File: src/rtl/crc_unfold3_frame_ctrl_pkg.sv
// Shared constants and state encoding for the 3-way unfolded CRC-5 frame controller.
package crc_unfold3_pkg;

  localparam int unsigned MSG_W = 6;
  localparam int unsigned J     = 3;
  localparam int unsigned CRC_W = 5;
  localparam logic [CRC_W-1:0] POLY = 5'h05;
  localparam logic [CRC_W-1:0] INIT = 5'h00;

  typedef enum logic [1:0] {
    IDLE,
    SHIFT,
    OUT
  } state_t;

endpackage

File: src/rtl/crc_unfold3_frame_ctrl_if.sv
// Message-in and CRC-out handshakes of the frame controller.
interface crc_unfold3_frame_ctrl_if #(
  parameter int unsigned MSG_W = 6,
  parameter int unsigned CRC_W = 5
);

  logic             in_valid;
  logic             in_ready;
  logic [MSG_W-1:0] in_data;
  logic             in_last;
  logic             out_valid;
  logic             out_ready;
  logic [CRC_W-1:0] crc_out;

  modport master (
    output in_valid, in_data, in_last, out_ready,
    input  in_ready, out_valid, crc_out
  );

  modport slave (
    input  in_valid, in_data, in_last, out_ready,
    output in_ready, out_valid, crc_out
  );

endinterface

File: src/rtl/crc_unfold3_frame_ctrl_step.sv
// Combinational J-bit step of the serial Galois LFSR, MSB of data consumed first.
module crc_unfold3_step #(
  parameter int unsigned J     = 3,
  parameter int unsigned CRC_W = 5,
  parameter logic [CRC_W-1:0] POLY = 5'h05
) (
  input  logic [CRC_W-1:0] crc_in,
  input  logic [J-1:0]     data,
  output logic [CRC_W-1:0] crc_next
);

  always_comb begin
    logic [CRC_W-1:0] c;
    logic             fb;
    c  = crc_in;
    fb = 1'b0;
    for (int unsigned i = 0; i < J; i++) begin
      fb = c[CRC_W-1] ^ data[J-1-i];
      c  = {c[CRC_W-2:0], 1'b0} ^ (fb ? POLY : '0);
    end
    crc_next = c;
  end

endmodule

File: src/rtl/crc_unfold3_frame_ctrl.sv
// Frame sequencer: loads a word, steps it J bits per clock through the LFSR,
// and presents the accumulated CRC after the last word of a frame.
module crc_unfold3_frame_ctrl #(
  parameter int unsigned MSG_W = crc_unfold3_pkg::MSG_W,
  parameter int unsigned J     = crc_unfold3_pkg::J,
  parameter int unsigned CRC_W = crc_unfold3_pkg::CRC_W,
  parameter logic [CRC_W-1:0] POLY = crc_unfold3_pkg::POLY,
  parameter logic [CRC_W-1:0] INIT = crc_unfold3_pkg::INIT
) (
  input  logic                     clk,
  input  logic                     reset_n,
  input  logic                     flush,
  crc_unfold3_frame_ctrl_if.slave  bus,
  output logic                     busy
);

  import crc_unfold3_pkg::*;

  localparam int unsigned NCHUNK = MSG_W / J;
  localparam int unsigned CNT_W  = (NCHUNK > 1) ? $clog2(NCHUNK) : 1;

  state_t           state, state_nxt;
  logic [CRC_W-1:0] crc, crc_step;
  logic [MSG_W-1:0] shreg;
  logic [CNT_W-1:0] cnt;
  logic             last_q;
  logic             chunk_done;

  crc_unfold3_step #(
    .J     (J),
    .CRC_W (CRC_W),
    .POLY  (POLY)
  ) u_step (
    .crc_in   (crc),
    .data     (shreg[MSG_W-1 -: J]),
    .crc_next (crc_step)
  );

  assign chunk_done  = (cnt == CNT_W'(NCHUNK - 1));
  assign bus.crc_out = crc;

  always_comb begin
    state_nxt     = state;
    bus.in_ready  = 1'b0;
    bus.out_valid = 1'b0;
    busy          = 1'b0;
    case (state)
      IDLE: begin
        bus.in_ready = 1'b1;
        if (bus.in_valid) state_nxt = SHIFT;
      end
      SHIFT: begin
        busy = 1'b1;
        if (chunk_done) state_nxt = last_q ? OUT : IDLE;
      end
      OUT: begin
        busy          = 1'b1;
        bus.out_valid = 1'b1;
        if (bus.out_ready) state_nxt = IDLE;
      end
      default: state_nxt = IDLE;
    endcase
    if (flush) state_nxt = IDLE;
  end

  // crc survives the IDLE gap between words; only OUT handshake, flush or reset clear it
  always_ff @(posedge clk or negedge reset_n) begin
    if (!reset_n) begin
      state  <= IDLE;
      crc    <= INIT;
      shreg  <= '0;
      cnt    <= '0;
      last_q <= 1'b0;
    end else begin
      state <= state_nxt;
      if (flush) begin
        crc <= INIT;
      end else begin
        case (state)
          IDLE: begin
            if (bus.in_valid) begin
              shreg  <= bus.in_data;
              last_q <= bus.in_last;
              cnt    <= '0;
            end
          end
          SHIFT: begin
            crc   <= crc_step;
            shreg <= shreg << J;
            cnt   <= cnt + 1'b1;
          end
          OUT: begin
            if (bus.out_ready) crc <= INIT;
          end
          default: ;
        endcase
      end
    end
  end

endmodule
File: src/flat_wrapper.sv
// flat-port wrapper written by rule: the top's interface ports become plain ports
module crc_unfold3_frame_ctrl_flat import crc_unfold3_pkg::*;
#(
  parameter int unsigned MSG_W = crc_unfold3_pkg::MSG_W,
  parameter int unsigned J     = crc_unfold3_pkg::J,
  parameter int unsigned CRC_W = crc_unfold3_pkg::CRC_W,
  parameter logic [CRC_W-1:0] POLY = crc_unfold3_pkg::POLY,
  parameter logic [CRC_W-1:0] INIT = crc_unfold3_pkg::INIT
)
  (clk, reset_n, flush, busy, bus_in_valid, bus_in_data, bus_in_last, bus_out_ready, bus_in_ready, bus_out_valid, bus_crc_out);
  crc_unfold3_frame_ctrl_if #(.MSG_W(MSG_W), .CRC_W(CRC_W)) bus_i ();
  input  logic clk;
  input  logic reset_n;
  input  logic flush;
  output logic busy;
  input wire logic [$bits(bus_i.in_valid)-1:0] bus_in_valid;
  input wire logic [$bits(bus_i.in_data)-1:0] bus_in_data;
  input wire logic [$bits(bus_i.in_last)-1:0] bus_in_last;
  input wire logic [$bits(bus_i.out_ready)-1:0] bus_out_ready;
  output wire logic [$bits(bus_i.in_ready)-1:0] bus_in_ready;
  output wire logic [$bits(bus_i.out_valid)-1:0] bus_out_valid;
  output wire logic [$bits(bus_i.crc_out)-1:0] bus_crc_out;
  assign bus_i.in_valid = bus_in_valid;
  assign bus_i.in_data = bus_in_data;
  assign bus_i.in_last = bus_in_last;
  assign bus_i.out_ready = bus_out_ready;
  assign bus_in_ready = bus_i.in_ready;
  assign bus_out_valid = bus_i.out_valid;
  assign bus_crc_out = bus_i.crc_out;
  crc_unfold3_frame_ctrl #(.MSG_W(MSG_W), .J(J), .CRC_W(CRC_W), .POLY(POLY), .INIT(INIT)) u_core (.clk(clk), .reset_n(reset_n), .flush(flush), .bus(bus_i), .busy(busy));
endmodule
File: config.mk
export PLATFORM = sky130hd
export DESIGN_NAME = crc_unfold3_frame_ctrl_flat
export DESIGN_NICKNAME = d
export VERILOG_FILES = /design/src/rtl/crc_unfold3_frame_ctrl_pkg.sv /design/src/rtl/crc_unfold3_frame_ctrl_if.sv /design/src/rtl/crc_unfold3_frame_ctrl_step.sv /design/src/rtl/crc_unfold3_frame_ctrl.sv /design/src/flat_wrapper.sv
export SDC_FILE = /design/constraint.sdc
export NUM_CORES = 1
export LEC_CHECK = 0
export ABC_AREA = 1
export CAP_MARGIN = 20
export CORE_UTILIZATION = 40
export CTS_CLUSTER_DIAMETER = 30
export CTS_CLUSTER_SIZE = 40
export DETAILED_ROUTE_END_ITERATION = 10
export GPL_TIMING_DRIVEN = 0
export PLACE_DENSITY = 0.77
export REMOVE_ABC_BUFFERS = 1
export SYNTH_ARGS = -nofsm -noshare
export SYNTH_HDL_FRONTEND = slang
export SYNTH_HIERARCHICAL = 1
export SYNTH_SLANG_ARGS = --single-unit
File: constraint.sdc
create_clock -name clk -period 1.3 [get_ports clk]
set_input_delay 0.13 -clock clk [delete_from_list [all_inputs] [get_ports clk]]
set_output_delay 0.13 -clock clk [all_outputs]
set_load 0.005 [all_outputs]
==> flow_metrics.tcl, run 1 <==
set metrics [dict create \
    status "finished with violations" \
    violations "setup timing" \
    n_antenna_cell 0 \
    cts_made_buffers 3 \
    cts_root_buffer "clkbuf_4" \
    crit_type "reg -> reg" \
    row_count 17 \
    grt_overflow 0 \
    end_kind "register" \
    ir_drop_v 0.00156 \
    crit_path_start "u_core/state[1]" \
    rsz0062_at_grt "yes" \
    utilization 0.669 \
    critPathSlowestCell "dfrtp_1" \
    max-slew-margin-rel 0.527 \
    vias 987 \
    drv_slew 0 \
    grtUsageTotal 0.195 \
    core-area_sq_um 2210 \
    numPortBuffers 19 \
    grt_util_met3 0.0576 \
    grt-busiest-layer "met2" \
    ant_nets 0 \
    netlist_area_sq_um 936 \
    routedWlPerCell_microns 12.7 \
    tns_ns -0.0827 \
    grt_pass1_vias 865 \
    clk_pin_slew_ns 0.09 \
    layout-drive-gt1-share 0.318 \
    cts.sinks 15 \
    min_path_type "in -> async" \
    switching_share 0.441 \
    place_area_sq_um 1150 \
    grt_pass1_wl_mm 3.63 \
    worstPathCellList "inv_4 > ha_4 > nor2_4 > nor2_4 > nand2_4 > buf_6 > o21ai_2" \
    hold_buffers 0 \
    combPwrFrac 0.656 \
    setup_viol 4 \
    r2r-start "u_core/state[1]" \
    io_pins 20 \
    clk_path_buf_depth 2 \
    start_util 0.423 \
    clkLatencyLatePin_ns 0.30 \
    setup_ws_ns -0.0329 \
    die_w_microns 50.4 \
    critPathMaxStageDelay_ns 0.43 \
    drtPass1Iterations 4 \
    synth_warnings 6 \
    critPathRequiredTime_ns 1.53 \
    cts_tree "built" \
    grt_max_degree 16 \
    cp_top_family "flip-flops" \
    worst_slew_pin_slew_ns 0.707 \
    avgSynthCellArea_sq_um 6.98 \
    routed_wl_mm 2.55 \
    maxCapViolations 0 \
    internal_power_mw 1.74 \
    synth.yosys.seq_area_share 0.401 \
    leakagePower_nw 0.839 \
    postLayoutCellArea_sq_um 1480 \
    cp-start-kind "register" \
    drc_errors 0 \
    fin_crit_sh 1.03 \
    cpMostUsedCell "nor2_4" \
    min_period_ns 1.33 \
    dieArea_sq_um 2540 \
    pwr_density_cell_nw_per_um2 2100 \
    use_met2 0.349 \
    use_met1 0.202 \
    dp_hpwl_mm 1.40 \
    nets 191 \
    power.switching_mw 1.37 \
    synth_cell_types 16 \
    hold_violations 0 \
    path_buf_inv 2 \
    power_mw 3.10 \
    p_seq_frac 0.254 \
    fin_skew_ns 0.00571 \
    path_max_fanout 6 \
    clkPwrFrac 0.090 \
    critPathArrivalTime_ns 1.56 \
    area_growth_pct 58.0 \
    drtIter0Drc 18 \
    dieHeight_microns 50.4 \
    antenna_found_initial 0 \
    whs_ns 0.247 \
    fmax_mhz 750 \
    synth_cells 134 \
    place.gp.congestion 0.780 \
    routed_via_density 4.91 \
    htreeDepth 1 \
    yosys_register_bits 15 \
]
## through the flow
stage               worst slack, ns  std cells
finish                      -0.0329        201
global route                -0.0922        201
CTS                         -0.0682        196
detailed placement           -0.189        180
global placement             -0.166        180
floorplan                   -0.0107        133
## path summary, 6_finish.rpt
check / endpoint / slack [ns] / depth (start not counted)
hold / removal: u_core/bus.crc_out[4] / 0.25 / 1
setup / recovery: u_core/shreg[2] / -0.03 / 7
setup reg to reg: u_core/shreg[2] / -0.03 / 7
hold reg to reg: u_core/shreg[2] / 0.50 / 2
min in group clk: u_core/shreg[1] / 0.38 / 3
max in group asynchronous: u_core/state[1] / 0.60 / 1
## sequential cells by signal, indices dropped and copies added, names as in the netlist
name,cells
u_core/bus.crc_out,5
u_core/shreg,6
u_core/chunk_done,1
u_core/last_q,1
u_core/state,2
## worst reg2reg max path: stages, from the launching register on
cell and delay (ns):
dfrtp_1 0.43, inv_4 0.12, ha_4 0.18, nor2_4 0.05, nor2_4 0.14, nand2_4 0.12
buf_6 0.14, o21ai_2 0.09
## area by class of cell
class	count	area (sq um)
repair buffers	35	340
flip-flops and latches	15	375
well taps	28	35.0
clock buffers	4	26.3
multi-input cells	101	624
fillers	185	733
inverters	18	77.6
## placed cells by master, fill, tap and decap left out, types with 2 or more instances in the layout
cell             netlist  layout
buf_4                  0       9
buf_6                  1       8
clkbuf_4               0       3
clkdlybuf4s50_1        0      11
dfrtp_1               15      15
dlymetal6s2s_1         0       5
ha_4                   0       4
inv_1                 16      13
inv_2                  2       2
inv_4                  0       2
nand2_1               68      57
nand2_2                3      12
nand2_4                0       3
nand3_1                8       7
nand3_4                0       2
nand4_1                2       2
nor2_1                 5       4
nor2_4                 0       2
o21ai_2                3       3
## per-layer routing
metal / part of all wire / wire length [microns] / vias up
met5: 0 / 0 / -
met4: 0.027 / 70 / 0
met3: 0.047 / 119 / 9
met2: 0.55 / 1390 / 29
met1: 0.38 / 970 / 460
li1: - / - / 489
## what timing repair did
item,CTS,global route
buffers inserted,11,5
cloned,1,0
endpoints found under the setup margin,20,20
gates resized for setup,20,40
pin swaps,4,15
## cells by family after synthesis
group,count (synthesis),share of synthesized area
flip-flops,15,0.401
buffers and inverters,19,0.0842
AND/OR/NAND/NOR,89,0.404
adder cells (fa/ha/maj),5,0.0668
AO/OA/AOI/OAI,6,0.0441
## synthesized netlist by cell type
library cell | number | share of area
buf_6 | 1 | 0.012
dfrtp_1 | 15 | 0.40
ha_1 | 5 | 0.067
inv_1 | 16 | 0.064
inv_2 | 2 | 0.0080
nand2_1 | 68 | 0.27
nand2_2 | 3 | 0.020
nand3_1 | 8 | 0.043
nand3_2 | 1 | 0.011
nand4_1 | 2 | 0.013
nor2_1 | 5 | 0.020
nor2_2 | 1 | 0.0067
nor3_4 | 1 | 0.017
o21ai_0 | 1 | 0.0053
o21ai_1 | 2 | 0.011
o21ai_2 | 3 | 0.028
## power groups by stage
stage / Clock, mW / Combinational [mW] / Sequential (mW)
after detailed placement: 0 / 1.25 / 0.832
after floorplan: 0 / 0.849 / 0.802
after global placement: 0 / 1.21 / 0.821
after CTS: 0.287 / 1.55 / 0.777
final: 0.280 / 2.04 / 0.789
after global routing: 0.302 / 2.22 / 0.813
No activity file was read; power rests on OpenSTA's default activity.
==> run 2: changes to the inputs <==
--- a/config.mk
+++ b/config.mk
@@ -7,12 +7,15 @@
 export LEC_CHECK = 0
 export ABC_AREA = 1
 export CAP_MARGIN = 20
-export CORE_UTILIZATION = 40
+export CELL_PAD_IN_SITES_DETAIL_PLACEMENT = 0
+export CELL_PAD_IN_SITES_GLOBAL_PLACEMENT = 2
+export CORE_ASPECT_RATIO = 0.5
+export CORE_UTILIZATION = 24
 export CTS_CLUSTER_DIAMETER = 30
 export CTS_CLUSTER_SIZE = 40
 export DETAILED_ROUTE_END_ITERATION = 10
 export GPL_TIMING_DRIVEN = 0
-export PLACE_DENSITY = 0.77
+export PLACE_DENSITY = 0.82
 export REMOVE_ABC_BUFFERS = 1
 export SYNTH_ARGS = -nofsm -noshare
 export SYNTH_HDL_FRONTEND = slang
==> run 2 against run 1 <==
Against the previous run:
- the flow still finishes with violations (setup timing)
- power up 0.51%
- sequential share of layout area shrank 0.67 points
- critical path depth is 2 higher
- non-clock buffer count rose by 4
- core utilization down 24 points
- clock power up 35%
- combinational power decreased by 5%
- count of clock-buffer cells in the layout unchanged
- setup slack lost 0.045 ns
- die area up 64%
- critical path type unchanged
- largest cell class unchanged
==> flow_metrics.tcl, run 2 (synthesis results as in run 1) <==
set metrics [dict create \
    dieHeight_microns 46.2 \
    dieArea_sq_um 4170 \
    die_w_microns 90.3 \
    drc_errors 0 \
    worst_slew_pin_slew_ns 0.691 \
    drtPass1Iterations 4 \
    fin_skew_ns 0.00311 \
    crit_type "reg -> reg" \
    clkLatencyLatePin_ns 0.24 \
    max-slew-margin-rel 0.538 \
    critPathArrivalTime_ns 1.51 \
    postLayoutCellArea_sq_um 1520 \
    path_buf_inv 3 \
    whs_ns 0.300 \
    power_mw 3.12 \
    area_growth_pct 62.3 \
    grtUsageTotal 0.110 \
    min_path_type "in -> async" \
    layout_common_cells "nand2_1, buf_4, clkdlybuf4s50_1, dfrtp_1, inv_1" \
    fin_crit_sh 1.06 \
    leakagePower_nw 0.788 \
    start_util 0.261 \
    min_period_ns 1.38 \
    layout_commonest_cell "nand2_1" \
    cts_tree "built" \
    drtIter0Drc 36 \
    maxCapViolations 0 \
    path_max_fanout 8 \
    setup_viol 15 \
    vias 922 \
    grt_pass1_wl_mm 3.52 \
    post-place-cells 203 \
    largest_register_ffs 6 \
    numPortBuffers 19 \
    utilization 0.424 \
    htreeDepth 1 \
    ir_drop_v 0.000669 \
    rsz0062_at_grt "yes" \
    place_area_sq_um 1180 \
    critPathMaxStageDelay_ns 0.40 \
    ant_nets 0 \
    n_antenna_cell 0 \
    cpMostUsedCell "nor2_4" \
    critPathSlowestCell "dfrtp_1" \
    finalNonFillerCells 227 \
    layout-drive-gt1-share 0.301 \
    regMostFlops "u_core/shreg" \
    row_count 15 \
    nets 194 \
    routedWlPerCell_microns 9.68 \
    hold_violations 0 \
    worstPathCellList "inv_2 > ha_4 > buf_6 > nor2_4 > nor2_4 > nand2_4 > buf_12 > nand2_2 > o21ai_1" \
    routed_wl_mm 2.20 \
    fmax_mhz 725 \
    dp_hpwl_mm 1.50 \
    routed_via_density 4.06 \
    io_pins 20 \
    grt_pass1_vias 818 \
    cts_root_buffer "clkbuf_8" \
    clk_pin_slew_ns 0.06 \
    violations "setup timing" \
    drv_slew 0 \
    cts.sinks 15 \
    end_kind "register" \
    cp-start-kind "register" \
    grt_overflow 0 \
    place.gp.congestion 0.741 \
    clk_path_buf_depth 2 \
    cp_top_family "flip-flops" \
    pwr_density_cell_nw_per_um2 2050 \
    critPathRequiredTime_ns 1.44 \
    grt_max_degree 16 \
    core-area_sq_um 3580 \
    setup_ws_ns -0.0784 \
    status "finished with violations" \
    cts_made_buffers 3 \
    antenna_found_initial 0 \
]
## run 2: final timing paths
path / startpoint / end / slack (ns) / cells past startpoint
min reg2reg: u_core/chunk_done / u_core/chunk_done / 0.49 / 2
max: u_core/state[1] / u_core/shreg[1] / -0.08 / 9
max in group asynchronous: reset_n / u_core/bus.crc_out[2] / 0.56 / 1
max reg2reg: u_core/state[1] / u_core/shreg[1] / -0.08 / 9
min: reset_n / u_core/chunk_done / 0.30 / 1
min in group clk: bus_in_last / u_core/last_q / 0.43 / 3
## run 2: final cells by class
| class | count | area [sq um] |
|---|---|---|
| clock buffer | 4 | 45.0 |
| timing repair buffer | 39 | 362 |
| sequential | 15 | 375 |
| tap | 51 | 63.8 |
| multi-input combinational | 100 | 603 |
| inverter | 18 | 70.1 |
| fill | 385 | 2070 |
## run 2: power breakdown
| part | internal [mW] | switching [mW] | total [mW] |
|---|---|---|---|
| combinational | 0.976 | 0.960 | 1.94 |
| sequential | 0.663 | 0.143 | 0.807 |
| clock | 0.217 | 0.161 | 0.378 |
## run 2: metal layers
layer | part of all wire | track usage
met5 | 0 | 0
met2 | 0.49 | 0.209
met3 | 0.031 | 0.0347
met1 | 0.48 | 0.129
met4 | 0 | 0.0194
## run 2: timing repair
action,CTS,global route
hold buffers,0,0
pin swaps,9,9
endpoints found under the setup margin,17,20
gates resized for setup,34,6
setup buffers,16,5
## run 2: through the flow
stage	TNS, ns	setup WS (ns)
2_1_floorplan	-0.0321	-0.0107
3_3_place_gp	-2.47	-0.200
5_1_grt	-1.65	-0.144
6_report	-0.575	-0.0784
4_1_cts	-0.654	-0.0798
3_5_place_dp	-2.54	-0.225
